File: src/rtl/dual_issue_dispatch.sv
// Dual-issue dispatch: in-order queue feeding the ID/EX register.
// Optional stat_dual/stat_bubble counters when DISPATCH_STATS_EN is defined.
//
// Ports: clk/reset (sync, active-high); in_* two-slot decode input with
// in_ready; ex_is_load/ex_rd load-use info from EX; ex_stall hold request;
// flush redirect; id_stall + out_* two-slot ID/EX writer side.
module dual_issue_dispatch #(
  parameter int DEPTH = 4,
  parameter int CNT_W = 16
) (
  input  logic             clk,
  input  logic             reset,
  input  logic [1:0]       in_valid,
  output logic             in_ready,
  input  logic [1:0][31:0] in_pc,
  input  logic [1:0][31:0] in_rs1,
  input  logic [1:0][31:0] in_rs2,
  input  logic [1:0][31:0] in_imm,
  input  logic [1:0][4:0]  in_rd,
  input  logic [1:0][4:0]  in_rs1_idx,
  input  logic [1:0][4:0]  in_rs2_idx,
  input  logic [1:0][3:0]  in_alu_op,
  input  logic [1:0]       in_is_mem,
  input  logic [1:0]       in_is_store,
  input  logic [1:0]       ex_is_load,
  input  logic [1:0][4:0]  ex_rd,
  input  logic             ex_stall,
  input  logic             flush,
  output logic             id_stall,
  output logic [1:0]       out_valid,
  output logic [1:0][31:0] out_pc,
  output logic [1:0][31:0] out_rs1,
  output logic [1:0][31:0] out_rs2,
  output logic [1:0][31:0] out_imm,
  output logic [1:0][4:0]  out_rd,
  output logic [1:0][3:0]  out_alu_op,
  output logic [1:0]       out_is_mem,
  output logic [1:0]       out_is_store
`ifdef DISPATCH_STATS_EN
  ,
  output logic [CNT_W-1:0] stat_dual,
  output logic [CNT_W-1:0] stat_bubble
`endif
);

  localparam int PW = $clog2(DEPTH);
  localparam int CW = $clog2(DEPTH + 1);

  typedef struct packed {
    logic [31:0] pc;
    logic [31:0] rs1;
    logic [31:0] rs2;
    logic [31:0] imm;
    logic [4:0]  rd;
    logic [4:0]  rs1_idx;
    logic [4:0]  rs2_idx;
    logic [3:0]  alu_op;
    logic        is_mem;
    logic        is_store;
  } entry_t;

  entry_t        mem_q [DEPTH];
  entry_t        mem_d [DEPTH];
  logic [PW-1:0] head_q, head_d;
  logic [PW-1:0] tail_q, tail_d;
  logic [CW-1:0] count_q, count_d;

  entry_t     in_e [2];
  entry_t     ent_a, ent_b;
  entry_t     slot_a, slot_b;
  logic       kill;
  logic       haz_a, haz_b, raw_ab;
  logic       issue_a, issue_b;
  logic [1:0] push_n, pop_n;

  // Pointer add modulo DEPTH; DEPTH need not be a power of two.
  function automatic logic [PW-1:0] wrap(
    input logic [PW-1:0] p,
    input logic [1:0]    n
  );
    logic [PW:0] s;
    s = {1'b0, p} + (PW+1)'(n);
    if (s >= (PW+1)'(DEPTH))
      s = s - (PW+1)'(DEPTH);
    return s[PW-1:0];
  endfunction

  assign in_ready = (count_q <= CW'(DEPTH - 2));
  assign id_stall = ex_stall;

  always_comb begin
    for (int s = 0; s < 2; s++) begin
      in_e[s].pc       = in_pc[s];
      in_e[s].rs1      = in_rs1[s];
      in_e[s].rs2      = in_rs2[s];
      in_e[s].imm      = in_imm[s];
      in_e[s].rd       = in_rd[s];
      in_e[s].rs1_idx  = in_rs1_idx[s];
      in_e[s].rs2_idx  = in_rs2_idx[s];
      in_e[s].alu_op   = in_alu_op[s];
      in_e[s].is_mem   = in_is_mem[s];
      in_e[s].is_store = in_is_store[s];
    end
  end

  always_comb begin
    kill  = flush | reset;
    ent_a = mem_q[head_q];
    ent_b = mem_q[wrap(head_q, 2'd1)];
    haz_a = 1'b0;
    haz_b = 1'b0;
    for (int k = 0; k < 2; k++) begin
      if (ex_is_load[k] && ex_rd[k] != 5'd0) begin
        if (ex_rd[k] == ent_a.rs1_idx || ex_rd[k] == ent_a.rs2_idx)
          haz_a = 1'b1;
        if (ex_rd[k] == ent_b.rs1_idx || ex_rd[k] == ent_b.rs2_idx)
          haz_b = 1'b1;
      end
    end
    raw_ab = (ent_a.rd != 5'd0) &&
             (ent_a.rd == ent_b.rs1_idx || ent_a.rd == ent_b.rs2_idx);
    issue_a = !kill && (count_q >= CW'(1)) && !haz_a;
    issue_b = issue_a && (count_q >= CW'(2)) && !haz_b && !raw_ab &&
              !(ent_a.is_mem && ent_b.is_mem);
    slot_a = issue_a ? ent_a : '0;
    slot_b = issue_b ? ent_b : '0;
  end

  always_comb begin
    out_valid = {issue_b, issue_a};
    out_pc       = {slot_b.pc, slot_a.pc};
    out_rs1      = {slot_b.rs1, slot_a.rs1};
    out_rs2      = {slot_b.rs2, slot_a.rs2};
    out_imm      = {slot_b.imm, slot_a.imm};
    out_rd       = {slot_b.rd, slot_a.rd};
    out_alu_op   = {slot_b.alu_op, slot_a.alu_op};
    out_is_mem   = {slot_b.is_mem, slot_a.is_mem};
    out_is_store = {slot_b.is_store, slot_a.is_store};
  end

  always_comb begin
    push_n = 2'd0;
    if (in_ready && in_valid[0])
      push_n = in_valid[1] ? 2'd2 : 2'd1;
    pop_n = ex_stall ? 2'd0 : {1'b0, issue_a} + {1'b0, issue_b};
    mem_d = mem_q;
    if (kill) begin
      head_d  = '0;
      tail_d  = '0;
      count_d = '0;
    end else begin
      if (push_n != 2'd0)
        mem_d[tail_q] = in_e[0];
      if (push_n == 2'd2)
        mem_d[wrap(tail_q, 2'd1)] = in_e[1];
      head_d  = wrap(head_q, pop_n);
      tail_d  = wrap(tail_q, push_n);
      count_d = count_q - CW'(pop_n) + CW'(push_n);
    end
  end

  always_ff @(posedge clk) begin
    if (reset) begin
      head_q  <= '0;
      tail_q  <= '0;
      count_q <= '0;
    end else begin
      head_q  <= head_d;
      tail_q  <= tail_d;
      count_q <= count_d;
    end
  end

  always_ff @(posedge clk) begin
    mem_q <= mem_d;
  end

`ifdef DISPATCH_STATS_EN
  logic [CNT_W-1:0] stat_dual_q, stat_dual_d;
  logic [CNT_W-1:0] stat_bubble_q, stat_bubble_d;

  always_comb begin
    stat_dual_d   = stat_dual_q;
    stat_bubble_d = stat_bubble_q;
    if (out_valid == 2'b11 && !ex_stall && !flush &&
        stat_dual_q != '1)
      stat_dual_d = stat_dual_q + CNT_W'(1);
    if (count_q != '0 && !out_valid[0] && !ex_stall &&
        stat_bubble_q != '1)
      stat_bubble_d = stat_bubble_q + CNT_W'(1);
  end

  always_ff @(posedge clk) begin
    if (reset) begin
      stat_dual_q   <= '0;
      stat_bubble_q <= '0;
    end else begin
      stat_dual_q   <= stat_dual_d;
      stat_bubble_q <= stat_bubble_d;
    end
  end

  assign stat_dual   = stat_dual_q;
  assign stat_bubble = stat_bubble_q;
`endif

endmodule

File: config.mk
export PLATFORM = sky130hd
export DESIGN_NAME = dual_issue_dispatch
export DESIGN_NICKNAME = d
export VERILOG_FILES = /design/src/rtl/dual_issue_dispatch.sv
export SDC_FILE = /design/constraint.sdc
export NUM_CORES = 2
export LEC_CHECK = 0
export BUFFER_PORTS_ARGS = -buffer_cell sky130_fd_sc_hd__buf_2
export CAP_MARGIN = 20
export CORE_UTILIZATION = 59
export DETAILED_ROUTE_END_ITERATION = 7
export PLACE_DENSITY_LB_ADDON = 0.3
export SLEW_MARGIN = 30
export SYNTH_ARGS = -nofsm -noshare
export SYNTH_HDL_FRONTEND = slang
export SYNTH_SLANG_ARGS = --single-unit
File: constraint.sdc
create_clock -name clk -period 49.3 [get_ports clk]
set_input_delay 4.93 -clock clk [delete_from_list [all_inputs] [get_ports clk]]
set_output_delay 4.93 -clock clk [all_outputs]
set_load 0.005 [all_outputs]
# After elaboration in Yosys (flattened, before gate mapping)
# Index checks and enable logic that the tools add are counted.
[op_classes] order_cmp=13 mux=34 bitwise_logic=5 n_reduce_logical=28 eq_ne=11 add_sub_neg=11
[op_table] cell="$mux W596" count=3
[op_table] cell="$bwmux W596" count=2
[op_table] cell="$mux W149" count=8
[op_table] cell="$bmux W149 S2" count=2
[op_table] cell="$demux W149 S2" count=2
[op_table] cell="$eq A5 B5 Y1" count=10
[op_table] cell="$ge A3 B3 Y1 const B" count=8
[op_table] cell="$mux W2" count=9
[op_table] cell="$reduce_bool A5 Y1" count=3
[op_table] cell="$logic_and A1 B1 Y1" count=13
[op_table] cell="$not A2 Y3" count=4
[op_table] cell="$mux W1" count=8
[op_table] cell="$sub A2 B1 Y2 const B" count=4
[op_table] cell="$add A2 B1 Y3 const B" count=2
[op_table] cell="$add A2 B2 Y3" count=2
[op_table] cell="$lt A3 B1 Y1 const B" count=2
[op_table] cell="$logic_not A1 Y1" count=5
[op_table] cell="$logic_or A1 B1 Y1" count=5
[op_table] cell="$add A3 B2 Y3" count=1
[op_table] cell="$ge A3 B1 Y1 const B" count=1
[op_table] cell="$ge A3 B2 Y1 const B" count=1
[op_table] cell="$le A3 B2 Y1 const B" count=1
[op_table] cell="$sub A3 B2 Y3" count=1
[op_table] cell="$add A1 B1 Y2" count=1
[op_table] cell="4 further kinds" count=4
[totals] word_cells=145 output_inout_bits=282 ff_bits=603

# Logic depth before layout (Yosys ltp)
[logic_depth] ltp_word=22 depth_mapped=19 mapped_depth_nobuf=14

# Least setup slack after synthesis
# OpenSTA, ideal clock, no wires.
[synth_timing] path_kind="input to output" start="input flush" end="output out_valid[1]" required_ns=44.370 path_buffers=3 stages=7 setup_slack_ns=11.591 arrival_time_ns=32.779 path_cell_list="nor2_1 > o31a_1 > nand4_2 > buf_4 > buf_4 > nor3_1 > buf_4"
[synth_via] elab_chain_cells=8
[synth_lines] element="start, declared" line="28" rtl="input logic flush,"
[synth_lines] element="$or A1 B1 Y1" line="107" rtl="kill = flush | reset;"
[synth_lines] element="$logic_not A1 Y1" line="122" rtl="issue_a = !kill && (count_q >= CW'(1)) && !haz_a;"
[synth_lines] element="$logic_and A1 B1 Y1 (2 in a row)" line="122"
[synth_lines] element="$logic_and A1 B1 Y1 (4 in a row)" line="123" rtl="issue_b = issue_a && (count_q >= CW'(2)) && !haz_b && !raw_ab &&"
[synth_lines] element="end, declared" line="30" rtl="output logic [1:0] out_valid,"
# Every way passes these cells.

==> impl_summary.txt <==
----------------------------------------------------
[Outcome]
  Run status ... finished clean

[Yosys]
  List of most frequent post-synthesis cells ... mux2i_1 (602), nand2_1 (599), o21ai_0 (597), edfxtp_1 (596), mux4_2 (296)
  Area share of xor/xnor cells in the synthesized design ... 0.01201
  Share of cell area taken by muxes after synthesis ... 0.3055
  Yosys warning total ... 0
  Synthesized area per cell ... between 10 and 15 sq um
  Portion of the post-synthesis area used by sequential elements ... 0.4338
  Nets in the synthesized netlist ... 3763
  Cell type with the largest total area after synthesis ... edfxtp_1
  Mapped Cells ... 3442
  Synth top area share ... 0.4304
  Cell types with the largest area share after synthesis ... edfxtp_1 (43%), mux4_2 (16%), mux2i_1 (14%)
  Synth Register Bits ... 603
  Unique masters post-synth ... 44
  Adder-cell share of the synthesized area ... 0.001866
  Main combinational cell family by area after synthesis ... multiplexers
  Post-synth EDFFs ... slightly below 600
  Post-Synth Simple-Gate Area ... 0.1308
  Prevailing post-synth register cell ... edfxtp_1
  Share of flip-flops with an asynchronous set or reset ... 0
  Post-Syn Area ... 41580 sq um
  Fraction of the mapped netlist area in compound gates ... 0.07469
  Most common cell in the netlist ... mux2i_1

[Timing]
  Max Clock Skew ... 0.01925 ns
  Relative slew slack ... 0.3122
  Worst Hold Slack ... 0.5920 ns
  Shortest period the worst path allows ... 13.45 ns
  Setup TNS ... 0 ns
  Final Slew Violations ... 0
  Fmax achieved ... ~74 MHz
  Hold violation total from the final report ... 0
  Crit share post-route ... 0.2729
  Number of setup violations in the final report ... 0
  Slew at the pin closest to its max-slew limit ... 1.032 ns
  Unrepaired setup endpoints after global routing ... no

[Power]
  Total power divided by cell area ... 28.17 nW/um^2
  Maximum VDD drop ... 0.02778 mV
  Leak Pwr ... 18.49 nW
  Total design power ... 1.328 mW

[Floorplanning]
  Core area ... 69190 sq um
  Height of the die ... between 200 and 300 um
  Die width ... 267.5 um
  Area enclosed by the die boundary ... 71540 sq um
  Number of placement rows ... 96
  Top Ports ... 598
  Starting density of the core ... 0.6010

[Critical path]
  Kind of capture point of the worst setup path ... output port
  Count of buffer and inverter cells on the critical path ... 4
  Dominant delay contributor by cell family on the critical path ... simple AND/OR/NAND/NOR gates
  Crit-path slowest cell ... nand4_4
  Cell-by-cell listing of the critical path ... buf_2 > or4_1 > o21ai_1 > nor2_1 > a32oi_1 > nand4_4 > buf_4 > buf_4 > nor4b_2 > buf_2
  WP data arrival ... about 8.5 ns
  Crit start category ... primary input
  Max stage delay on crit path ... 0.58 ns
  Setup Crit Path Kind ... primary input to output port
  Worst-path fanout max ... 68
  Required time at the endpoint of the critical path ... 44.37 ns

[Detailed routing]
  Detailed-route vias per instance ... between 6 and 7
  Vias ... roughly 31000
  Detailed-router iteration count before antenna repair ... 5
  Wire length after detailed routing ... 118.2 mm
  Final routed DRC violation total ... 0
  Number of nets with antenna violations after routing ... 0
  DRC violation total after the first TritonRoute iteration ... 3602
  Average wire length per cell after detail routing ... between 20 and 25 um

[Clocking]
  Clock buffer count from CTS ... 70
  Clock root buffer master ... clkbuf_16
  Clock tree buffer depth ... 3
  Clock tree from TritonCTS ... done
  Clk Latency, worst-skew pair ... 0.62 ns
  Level count of the clock H-tree ... 3
  Cts hold-fix bufs ... 0
  Count of cells resized by post-cts repair ... 0
  Clock edge transition at the registers on the reported setup and hold paths ... 0.07 ns
  Post-CTS repair timing setup buffer count ... 0
  CTS sink cnt ... 603

[Finish]
  Share of post-route cells with drive strength above 1 ... 0.3100
  Area taken by multi-input logic gates ... 21930 sq um
  Fill count ... 5080
  Sequential cell area ... ~18000 sq um
  Number of nets at the end of the flow ... 4153
  Synthesis-to-layout area growth ... 13.36%

[GRT]
  Vias in the first global route ... 30010
  GRT overflow ... 0
  GRT Resource Usage Total ... 0.3225
  First-pass GRT wire length ... 178.5 mm
  Initial antenna violation count ... 73
  Maximum number of pins on one net before global-route repair ... approximately 210

[Flow run]
  Max Cap Violations ... 0

[Placement]
  DP HPWL ... 74.72 mm
  RD Place Congestion ... around 0.94
  IO buf count ... roughly 600

[Worst hold path]
  HP Class ... flop to flop

----------------------------------------------------
cells in the final DEF (no fill, tap or decap), types with 5 or more instances in the layout:
master     synthesis  layout
o21ai_0          597     597
dfxtp_1            7       5
clkbuf_1         205      10
diode_2            0      66
mux2i_1          602     602
clkinv_2           0      17
nor3_1             8       7
mux4_2           296     296
xnor2_1           25      25
clkinv_1           2      13
inv_1              5       5
nor4b_2          136     136
buf_6             14      14
buf_16             0       6
edfxtp_1         596     596
xor2_1            32      32
clkbuf_16          0      71
bufinv_16          0       6
buf_2             59     597
nor2b_1          141     141
buf_4             18      36
nand2_1          599     599
cell type report:
cell class | instances | share of cell area
inverter | 7 | 0.0005574
clock buffer | 81 | 0.03849
multi-input combinational | 2495 | 0.4652
tap | 931 | 0.02471
sequential | 603 | 0.3828
antenna | 66 | 0.003504
clock inverter | 40 | 0.007884
timing repair buffer | 655 | 0.07682
power breakdown:
part	total [mW]	internal (mW)	switching, mW	leakage (nW)
Sequential	0.622	0.602	0.0195	5.66
Clock	0.514	0.295	0.219	1.08
Combinational	0.193	0.0806	0.112	11.7
Total	1.33	0.978	0.350	18.5
worst reg2reg max path: stages (launching register included):
cell	delay, ns
dfxtp_4	0.70
buf_6	0.66
mux4_2	0.53
xor2_1	0.17
nor4_1	0.28
nand3_1	0.19
nand4_4	0.50
buf_4	0.64
nor3_1	0.21
ha_1	0.31
nor2b_1	0.36
xor2_1	0.14
ha_1	0.24
fa_1	0.43
xor2_1	0.19
xnor2_1	0.14
nor3_1	0.05
sequential cells by signal, indices dropped and copies added (netlist names):
| name | flops |
|---|---|
| count_q | 3 |
| tail_q | 2 |
| mem_q | 596 |
| head_q | 2 |
final timing paths:
check	start	end	slack, ns	cells past startpoint
worst max-delay path	ex_rd[1]	out_pc[40]	35.85	10
worst min-delay path	count_q[2]$_SDFF_PP0_	count_q[2]$_SDFF_PP0_	0.59	2
worst max register to register	head_q[1]$_SDFF_PP0_	count_q[2]$_SDFF_PP0_	43.45	16
worst min register to register	count_q[2]$_SDFF_PP0_	count_q[2]$_SDFF_PP0_	0.59	2
stage by stage:
stage / cell area [sq um] / worst slack, ns / utilization / std cells
after floorplan: 41580 / 11.59 / - / 3442
after global placement: 44570 / 36.02 / 0.6442 / 4685
after detailed placement: 44660 / 35.83 / 0.6455 / 4688
after CTS: 46840 / 35.81 / 0.6771 / 4809
after global routing: 47100 / 35.67 / 0.6808 / 4864
final: 47140 / 35.85 / 0.6813 / 4878
cells by family after synthesis:
logic type | count (synthesis)
buffers and inverters | 344
adder cells (fa/ha/maj) | 5
XOR/XNOR | 57
multiplexers | 899
AND/OR/NAND/NOR | 921
flip-flops | 603
AO/OA/AOI/OAI | 613
routing by layer:
metal	up-vias	GRT usage	part of all wire
met5	-	0	0.0016
met4	28	0.1682	0.040
met3	271	0.06537	0.095
met2	1686	0.5026	0.49
met1	15340	0.4287	0.38
li1	14000	-	-
No activity file was read; power rests on OpenSTA's default activity.
